==> config.mk <==
export PLATFORM = sky130hd
export DESIGN_NAME = ir_queue
export DESIGN_NICKNAME = d
export VERILOG_FILES = /design/src/rtl/rv32i_types.sv /design/src/rtl/ir_field_decode.sv /design/src/rtl/ir_queue.sv
export SDC_FILE = /design/constraint.sdc
export NUM_CORES = 1
export LEC_CHECK = 0
export ABC_AREA = 0
export CORE_UTILIZATION = 35
export CTS_BUF_LIST = sky130_fd_sc_hd__clkbuf_4
export CTS_CLUSTER_SIZE = 40
export DETAILED_ROUTE_END_ITERATION = 8
export PLACE_DENSITY_LB_ADDON = 0.12
export REMOVE_ABC_BUFFERS = 1
export SETUP_SLACK_MARGIN = 0.02
export SLEW_MARGIN = 0
export SYNTH_ARGS = -nofsm -noshare
export SYNTH_HDL_FRONTEND = slang
export SYNTH_SLANG_ARGS = --single-unit
==> constraint.sdc <==
create_clock -name clk -period 10.95 [get_ports clk]
set_clock_uncertainty 0.05 [all_clocks]
set_input_delay 3.285 -clock clk [delete_from_list [all_inputs] [get_ports clk]]
set_output_delay 3.285 -clock clk [all_outputs]
set_load 0.02 [all_outputs]
==> src/rtl/rv32i_types.sv <==
// rtl/rv32i_types.sv - RV32I opcode enum, NOP constant and decoded-field struct
package rv32i_types;

  typedef enum logic [6:0] {
    op_lui      = 7'b0110111,
    op_auipc    = 7'b0010111,
    op_jal      = 7'b1101111,
    op_jalr     = 7'b1100111,
    op_br       = 7'b1100011,
    op_load     = 7'b0000011,
    op_store    = 7'b0100011,
    op_imm      = 7'b0010011,
    op_reg      = 7'b0110011,
    op_csr      = 7'b1110011,
    op_misc_mem = 7'b0001111
  } opcode_e;

  localparam logic [31:0] NOP_INST = 32'h0000_0013;

  typedef struct packed {
    logic [6:0]  opcode;
    logic [2:0]  funct3;
    logic [6:0]  funct7;
    logic [4:0]  rs1;
    logic [4:0]  rs2;
    logic [4:0]  rd;
    logic [31:0] i_imm;
    logic [31:0] s_imm;
    logic [31:0] b_imm;
    logic [31:0] u_imm;
    logic [31:0] j_imm;
    logic [31:0] imm;
    logic        illegal;
  } ir_fields_t;

  // True for every major opcode of the RV32I base set (fence included).
  function automatic logic is_rv32i_opcode(input logic [6:0] op);
    case (op)
      op_lui, op_auipc, op_jal, op_jalr, op_br, op_load,
      op_store, op_imm, op_reg, op_csr, op_misc_mem: is_rv32i_opcode = 1'b1;
      default:                                        is_rv32i_opcode = 1'b0;
    endcase
  endfunction

endpackage

==> src/rtl/ir_field_decode.sv <==
// rtl/ir_field_decode.sv - combinational RV32I field and immediate extractor
module ir_field_decode
  import rv32i_types::*;
(
  input  logic [31:0] inst_i,
  output ir_fields_t  fields_o
);

  // Slice register indices, build every immediate format, then pick one by opcode.
  always_comb begin
    fields_o         = '0;
    fields_o.opcode  = inst_i[6:0];
    fields_o.funct3  = inst_i[14:12];
    fields_o.funct7  = inst_i[31:25];
    fields_o.rs1     = inst_i[19:15];
    fields_o.rs2     = inst_i[24:20];
    fields_o.rd      = inst_i[11:7];
    fields_o.i_imm   = {{20{inst_i[31]}}, inst_i[31:20]};
    fields_o.s_imm   = {{20{inst_i[31]}}, inst_i[31:25], inst_i[11:7]};
    fields_o.b_imm   = {{19{inst_i[31]}}, inst_i[31], inst_i[7], inst_i[30:25],
                        inst_i[11:8], 1'b0};
    fields_o.u_imm   = {inst_i[31:12], 12'h000};
    fields_o.j_imm   = {{11{inst_i[31]}}, inst_i[31], inst_i[19:12], inst_i[20],
                        inst_i[30:21], 1'b0};
    fields_o.illegal = ~is_rv32i_opcode(inst_i[6:0]) | (inst_i[1:0] != 2'b11);
    case (inst_i[6:0])
      op_lui, op_auipc: fields_o.imm = fields_o.u_imm;
      op_jal:           fields_o.imm = fields_o.j_imm;
      op_br:            fields_o.imm = fields_o.b_imm;
      op_store:         fields_o.imm = fields_o.s_imm;
      default:          fields_o.imm = fields_o.i_imm;
    endcase
  end

endmodule

==> src/rtl/ir_queue.sv <==
// rtl/ir_queue.sv - circular instruction/PC buffer between imem and decode
module ir_queue
  import rv32i_types::*;
#(
  parameter  int DEPTH = 4,
  localparam int PTR_W = $clog2(DEPTH)
) (
  input  logic             clk,
  input  logic             rst,
  input  logic             flush,
  input  logic             in_valid,
  output logic             in_ready,
  input  logic [31:0]      in_inst,
  input  logic [31:0]      in_pc,
  output logic             out_valid,
  input  logic             out_ready,
  output logic [31:0]      out_inst,
  output logic [31:0]      out_pc,
  output logic [2:0]       funct3,
  output logic [6:0]       funct7,
  output logic [6:0]       opcode,
  output logic [4:0]       rs1_s,
  output logic [4:0]       rs2_s,
  output logic [4:0]       rd_s,
  output logic [31:0]      i_imm,
  output logic [31:0]      s_imm,
  output logic [31:0]      b_imm,
  output logic [31:0]      u_imm,
  output logic [31:0]      j_imm,
  output logic [31:0]      imm,
  output logic             illegal,
  output logic [PTR_W:0]   count
);

  localparam logic [PTR_W:0] FULL_CNT = (PTR_W + 1)'(DEPTH);

  logic [31:0]    inst_mem_q [DEPTH];
  logic [31:0]    pc_mem_q   [DEPTH];
  logic [PTR_W-1:0] rd_ptr_q, rd_ptr_d;
  logic [PTR_W-1:0] wr_ptr_q, wr_ptr_d;
  logic [PTR_W:0]   count_q, count_d;
  logic             push, pop;
  ir_fields_t       head_fields;

  // Handshakes: a full buffer still accepts when the head leaves this cycle.
  // Reset also masks out_valid so nothing leaks out while the queue is dropped.
  always_comb begin
    out_valid = (count_q != '0) & ~flush & ~rst;
    in_ready  = ~rst & ~flush & ((count_q < FULL_CNT) | (out_ready & (count_q != '0)));
    push      = in_valid & in_ready;
    pop       = out_valid & out_ready;
  end

  // Pointer and occupancy next state; reset and flush empty the buffer outright.
  always_comb begin
    rd_ptr_d = rd_ptr_q;
    wr_ptr_d = wr_ptr_q;
    count_d  = count_q;
    if (rst || flush) begin
      rd_ptr_d = '0;
      wr_ptr_d = '0;
      count_d  = '0;
    end else begin
      if (push) wr_ptr_d = wr_ptr_q + 1'b1;
      if (pop)  rd_ptr_d = rd_ptr_q + 1'b1;
      case ({push, pop})
        2'b10:   count_d = count_q + 1'b1;
        2'b01:   count_d = count_q - 1'b1;
        default: count_d = count_q;
      endcase
    end
  end

  // Pointer and occupancy registers.
  always_ff @(posedge clk) begin
    rd_ptr_q <= rd_ptr_d;
    wr_ptr_q <= wr_ptr_d;
    count_q  <= count_d;
  end

  // Entry storage; contents are left as-is on reset since count gates them.
  always_ff @(posedge clk) begin
    if (push) begin
      inst_mem_q[wr_ptr_q] <= in_inst;
      pc_mem_q[wr_ptr_q]   <= in_pc;
    end
  end

  // Head presentation: an empty or flushing buffer shows a NOP at PC 0.
  always_comb begin
    out_inst = NOP_INST;
    out_pc   = '0;
    if (out_valid) begin
      out_inst = inst_mem_q[rd_ptr_q];
      out_pc   = pc_mem_q[rd_ptr_q];
    end
  end

  ir_field_decode u_decode (
    .inst_i   (out_inst),
    .fields_o (head_fields)
  );

  // Fan the decoded head fields out to the individual ports.
  always_comb begin
    funct3  = head_fields.funct3;
    funct7  = head_fields.funct7;
    opcode  = head_fields.opcode;
    rs1_s   = head_fields.rs1;
    rs2_s   = head_fields.rs2;
    rd_s    = head_fields.rd;
    i_imm   = head_fields.i_imm;
    s_imm   = head_fields.s_imm;
    b_imm   = head_fields.b_imm;
    u_imm   = head_fields.u_imm;
    j_imm   = head_fields.j_imm;
    imm     = head_fields.imm;
    illegal = head_fields.illegal;
    count   = count_q;
  end

endmodule

Yosys cells after proc, flatten, opt, wreduce, memory -nomap -nowiden:

Memories as Yosys holds them, arrays and structs flattened. A register that Yosys moved wholly into a read port is not among the register bits.
Cells that the tools add are included.
W data, S select, Z words.

* output and inout port bits: 294
* word-level logic and storage cells: 52
* RAM bits: 256
* bits in registers: 7
* memories kept: 2
* bits of input ports: 69

Memories
* inst_mem_q: words 4, width 32, rd ports 1, clocked after Yosys merged registers in 1, wr ports 1, RTL line ir_queue.sv:37 `logic [31:0] inst_mem_q [DEPTH];`
* pc_mem_q: words 4, width 32, rd ports 1, clocked after Yosys merged registers in 1, wr ports 1, RTL line ir_queue.sv:38 `logic [31:0] pc_mem_q [DEPTH];`

* bitwise gates (word level): 12
* reductions and logical operators: 5
* equality and inequality tests: 14
* add/subtract/negate cells: 4
* multiplexer cells: 11
* order comparisons: 1

Operators with widths (count)
* $pmux W31 S4: 1
* $mux W32: 2
* $eq A7 B7 Y1 const B: 4
* $eq A7 B6 Y1 const B: 3
* $eq A7 B5 Y1 const B: 2
* $reduce_or A11 Y1: 1
* $mux W2: 4
* $and A1 B1 Y1: 7
* $eq A7 B2 Y1 const B: 1
* $eq A7 B4 Y1 const B: 1
* $pmux W3 S2: 1
* $add A2 B1 Y2 const B: 2
* $add A3 B1 Y3 const B: 1
* $lt A3 B3 Y1 const B: 1
* $mux W1: 3
* $not A1 Y1: 3
* $reduce_bool A3 Y1: 1
* $sub A3 B1 Y3 const B: 1
* $eq A2 B1 Y1 const B: 1
* $eq A2 B2 Y1 const B: 1
* $ne A2 B2 Y1 const B: 1
* $or A1 B1 Y1: 2
* $reduce_bool A2 Y1: 1
* $reduce_or A2 Y1: 1
* $logic_or A1 B1 Y1: 1

Logic depth before layout (Yosys ltp):

* word-level depth: 9
* depth in mapped cells: 11

Hierarchy:

Synthesis repeated with hierarchy kept, for this count alone.

* cells, all modules: 721
* area total of the unflattened synthesis: 12122.9 um^2

By module, submodules not included
* ir_queue: cells an instance 469, area each 10244.8 um^2, seq. area each 7867.5 um^2, times used 1
* ir_field_decode: cells an instance 252, area each 1878.1 um^2, seq. area each 0.0 um^2, times used 1

Worst setup path after synthesis:

Ideal clock, no wire load.

* kind: input-to-output
* from: in flush
* to: out imm[11]
* cell stages on the path: 8
* slack: 767 ps
* arrival time: 6848 ps
* path through: or2_1 clkbuf_1 or2_1 inv_2 and2_1 clkbuf_1 o21ai_0 o211ai_1

* elaborated cells between the ends (all ways): 11
* those cells by class: eq/ne: 5; mux: 2; bitwise: 3; reduce/logical: 1

RTL lines
* from (decl): RTL line ir_queue.sv:10 `input logic flush,`
* $not A1 Y1: RTL line ir_queue.sv:48 `out_valid = (count_q != '0) & ~flush & ~rst;`
* $and A1 B1 Y1 (2 in series): RTL line ir_queue.sv:48
* $mux W32: RTL line ir_queue.sv:93 `if (out_valid) begin`
* net b_imm[12]: RTL line ir_queue.sv:27 `output logic [31:0] b_imm,`
* $pmux W31 S4: RTL line ir_field_decode.sv:26 `case (inst_i[6:0])`
* to (decl): RTL line ir_queue.sv:30 `output logic [31:0] imm,`

The timed path passes the listed nets, and every way through them passes these cells.

Final worst setup path:

* from: in flush
* to: out imm[14]

* word-level cells in the longest chain between the ends: 7
* elaborated cells between the ends (all ways): 11
* those cells by class: eq/ne: 5; mux: 2; bitwise: 3; reduce/logical: 1

Ends and longest elaborated chain (RTL line)
* $not A1 Y1 *: ir_queue.sv:48
* $and A1 B1 Y1 * (2 in series): ir_queue.sv:48
* $mux W32 *: ir_queue.sv:93
* $eq A7 B6 Y1 or $eq A7 B5 Y1 (tied branches): ir_field_decode.sv:26
* $reduce_or A2 Y1: ir_field_decode.sv:26
* $pmux W31 S4 *: ir_field_decode.sv:26

Mark *: on every way between the ends. The rest lies on a longest branch, timed or not.

==> metrics.cfg <==
[synthesis]
ys_types=39
avgSynthCellArea_um2=16.5
synth.ff_latch_count=265
syn_inst=730
yosys_warnings=0
ys.flop_type=edfxtp_1
async_reset_ff_share_pct=0
synth_area_mm2=0.0120
synth_edf_count=256
ys_seq_area_share_pct=65.4

[finish]
postLayoutCellArea_mm2=0.0156
fillers=3045
nNetsFinal=1033
final_cell_mix=clkdlybuf4s50_1 (348), edfxtp_1 (256), clkbuf_4 (109), mux4_2 (64), and2_1 (54)
multi_input_comb_area_mm2=0.00258
layout-drive-gt1-share_pct=21.0
final_common_cell=clkdlybuf4s50_1
register_area_mm2=0.00788
area_growth_pct=29.5

[sta]
period_minus_slack_ps=9700
setup_viol=0
slew_viol_final=0
fmax_ghz=0.103
fin_crit_sh_pct=88.6
final.setup.tns_ps=0
rsz0062_at_grt=false
hold_viol=0
worst_pin_slew_ps=1050
maxSlewHeadroom_pct=29.8

[cts]
hold_buffers=0
clkLatencyLatePin_ps=660
cts_buffer_depth=3
h-tree-depth=3
cts_sinks=265
cts_tree=yes
cts_root_buf=clkbuf_4
ctsResizeCount=0
cts_setup_buffers=0
cts.clk_slew.worst_paths_ps=60
cts_buffers=75

[floorplan]
dieArea_mm2=0.0351
core_mm2=0.0337
die_w_um=187
rows=67
io_pins=363
start_util_pct=35.7
die_y_um=187

[critical_path]
start_kind=input port
critical_path_class=input port to output pin
path_max_fanout=15
critPathCaptureType=output pin
r2r-start=count[2]$_SDFFE_PP0P_
required_ps=7620
critical_path_arrival_ps=6370
startpoint=flush

[power]
ir_drop_mv=0.0708
netSwitchingPower_uw=435
p_seq_share_pct=54.1
powerDensity_mw_per_mm2=133
swShare_pct=21.0
p_int_uw=1640
clockPowerShare_pct=42.0
p_leak_uw=0.00515
combPwrFrac_pct=3.9

[placement]
io_buffers=348
placed_area_mm2=0.0146
place_hpwl_um=17300
place_congestion=0.788

[detailed_routing]
ant_nets=0
vias_per_cell=4.51
drt_iter0_markers=256
drt_wl_total_um=27700
first_pass_iters=4
vias=6567
drc=0
wl_per_cell_um=19.0

[min_path]
worstHoldStart=count[2]$_SDFFE_PP0P_
hp-class=flip-flop to flip-flop

[global_routing]
grt_pass1_wl_um=41300
grt_max_degree=87
antenna_found_initial=2
overflow=0
busiest_layer=met2
gr-usage-all-layers_pct=15.7
grt_util_met2_pct=25.9
first_global_vias=6772
use_met1_pct=19.3
met3_usage_pct=4.77

[run]
max_cap_viol_count=0

[run_status]
status=completed

synthesized netlist by cell type (5+ instances only):
master,count,area share [%]
mux4_2,64,12
edfxtp_1,256,64
mux2_4,8,1.0
buf_4,193,12
inv_1,18,0.56
clkbuf_1,16,0.50
nor2_1,17,0.53
nand2_1,18,0.56
o21ai_1,15,0.62
and2_1,55,2.9
dfxtp_1,9,1.5
o21ai_0,5,0.21
buf_2,6,0.25
ha_1,5,0.52
stage by stage:
step | utilization [%] | hold WS, ps | total power (uW) | instances | setup WS [ps]
floorplan | - | 435 | 1170 | 523 | -10770
global placement | 43.5 | 457 | 1220 | 1329 | 1260
detailed placement | 43.5 | 475 | 1220 | 1329 | 1220
CTS | 46.2 | 485 | 2110 | 1453 | 1220
global route | 46.2 | 513 | 2170 | 1455 | 1110
finish | 46.2 | 490 | 2070 | 1456 | 1250
cells by family (layout without fill, tap and decap cells):
logic type	after synthesis	after routing	synth area share [%]
AOI/OAI and AO/OA	29	29	1.44
xor gates and xnor gates	5	5	0.364
adders and majority gates	6	6	0.686
buffers and inverters	239	501	13.7
DFF	265	265	65.4
muxes	72	72	13.0
other	1	17	0.0312
and+or+nand+nor	113	113	5.39
registers in the layout, summed over array words and instances, names as in the netlist, named ones only:
register and flops:
wr_ptr_q 2, inst_mem_q 128, rd_ptr_q 2, count 3, pc_mem_q 128
power groups by stage:
stage	combinational (uW)	sequential (uW)	clock [uW]
finish	80.4	1120	871
global route	86.2	1120	962
CTS	81.4	1120	909
detailed placement	81.1	1140	0
global placement	80.6	1140	0
floorplan	28.8	1140	0
critical path, stage by stage:
cell and delay (ps):
clkdlybuf4s50_1 410, or2_1 420, or3_1 590, a22oi_4 230, or2_1 530, mux2_4 350, clkdlybuf4s50_1 540
layout make-up:
type	instances	area share (%)
clock inverters	15	0.683
flip-flops and latches	265	50.5
inverters	19	0.458
repair buffers	358	22.8
well taps	448	3.60
clock buffers	109	5.25
multi-input cells	239	16.6
diodes	3	0.0482
metal layers:
layer	vias up	part of all wire (%)
met5	-	0
met4	0	2.1
met3	43	7.0
met2	267	49
met1	3259	42
li1	2998	-
path summary, 6_finish.rpt:
path                                              end  slack [ps]  depth (start not counted)
worst max-delay path                          imm[14]        1250                          7
worst min-delay path            count[2]$_SDFFE_PP0P_         490                          2
worst max register to register  count[2]$_SDFFE_PP0P_        8530                          9
worst min register to register  count[2]$_SDFFE_PP0P_         490                          2
(Power assumes the default switching activity.)
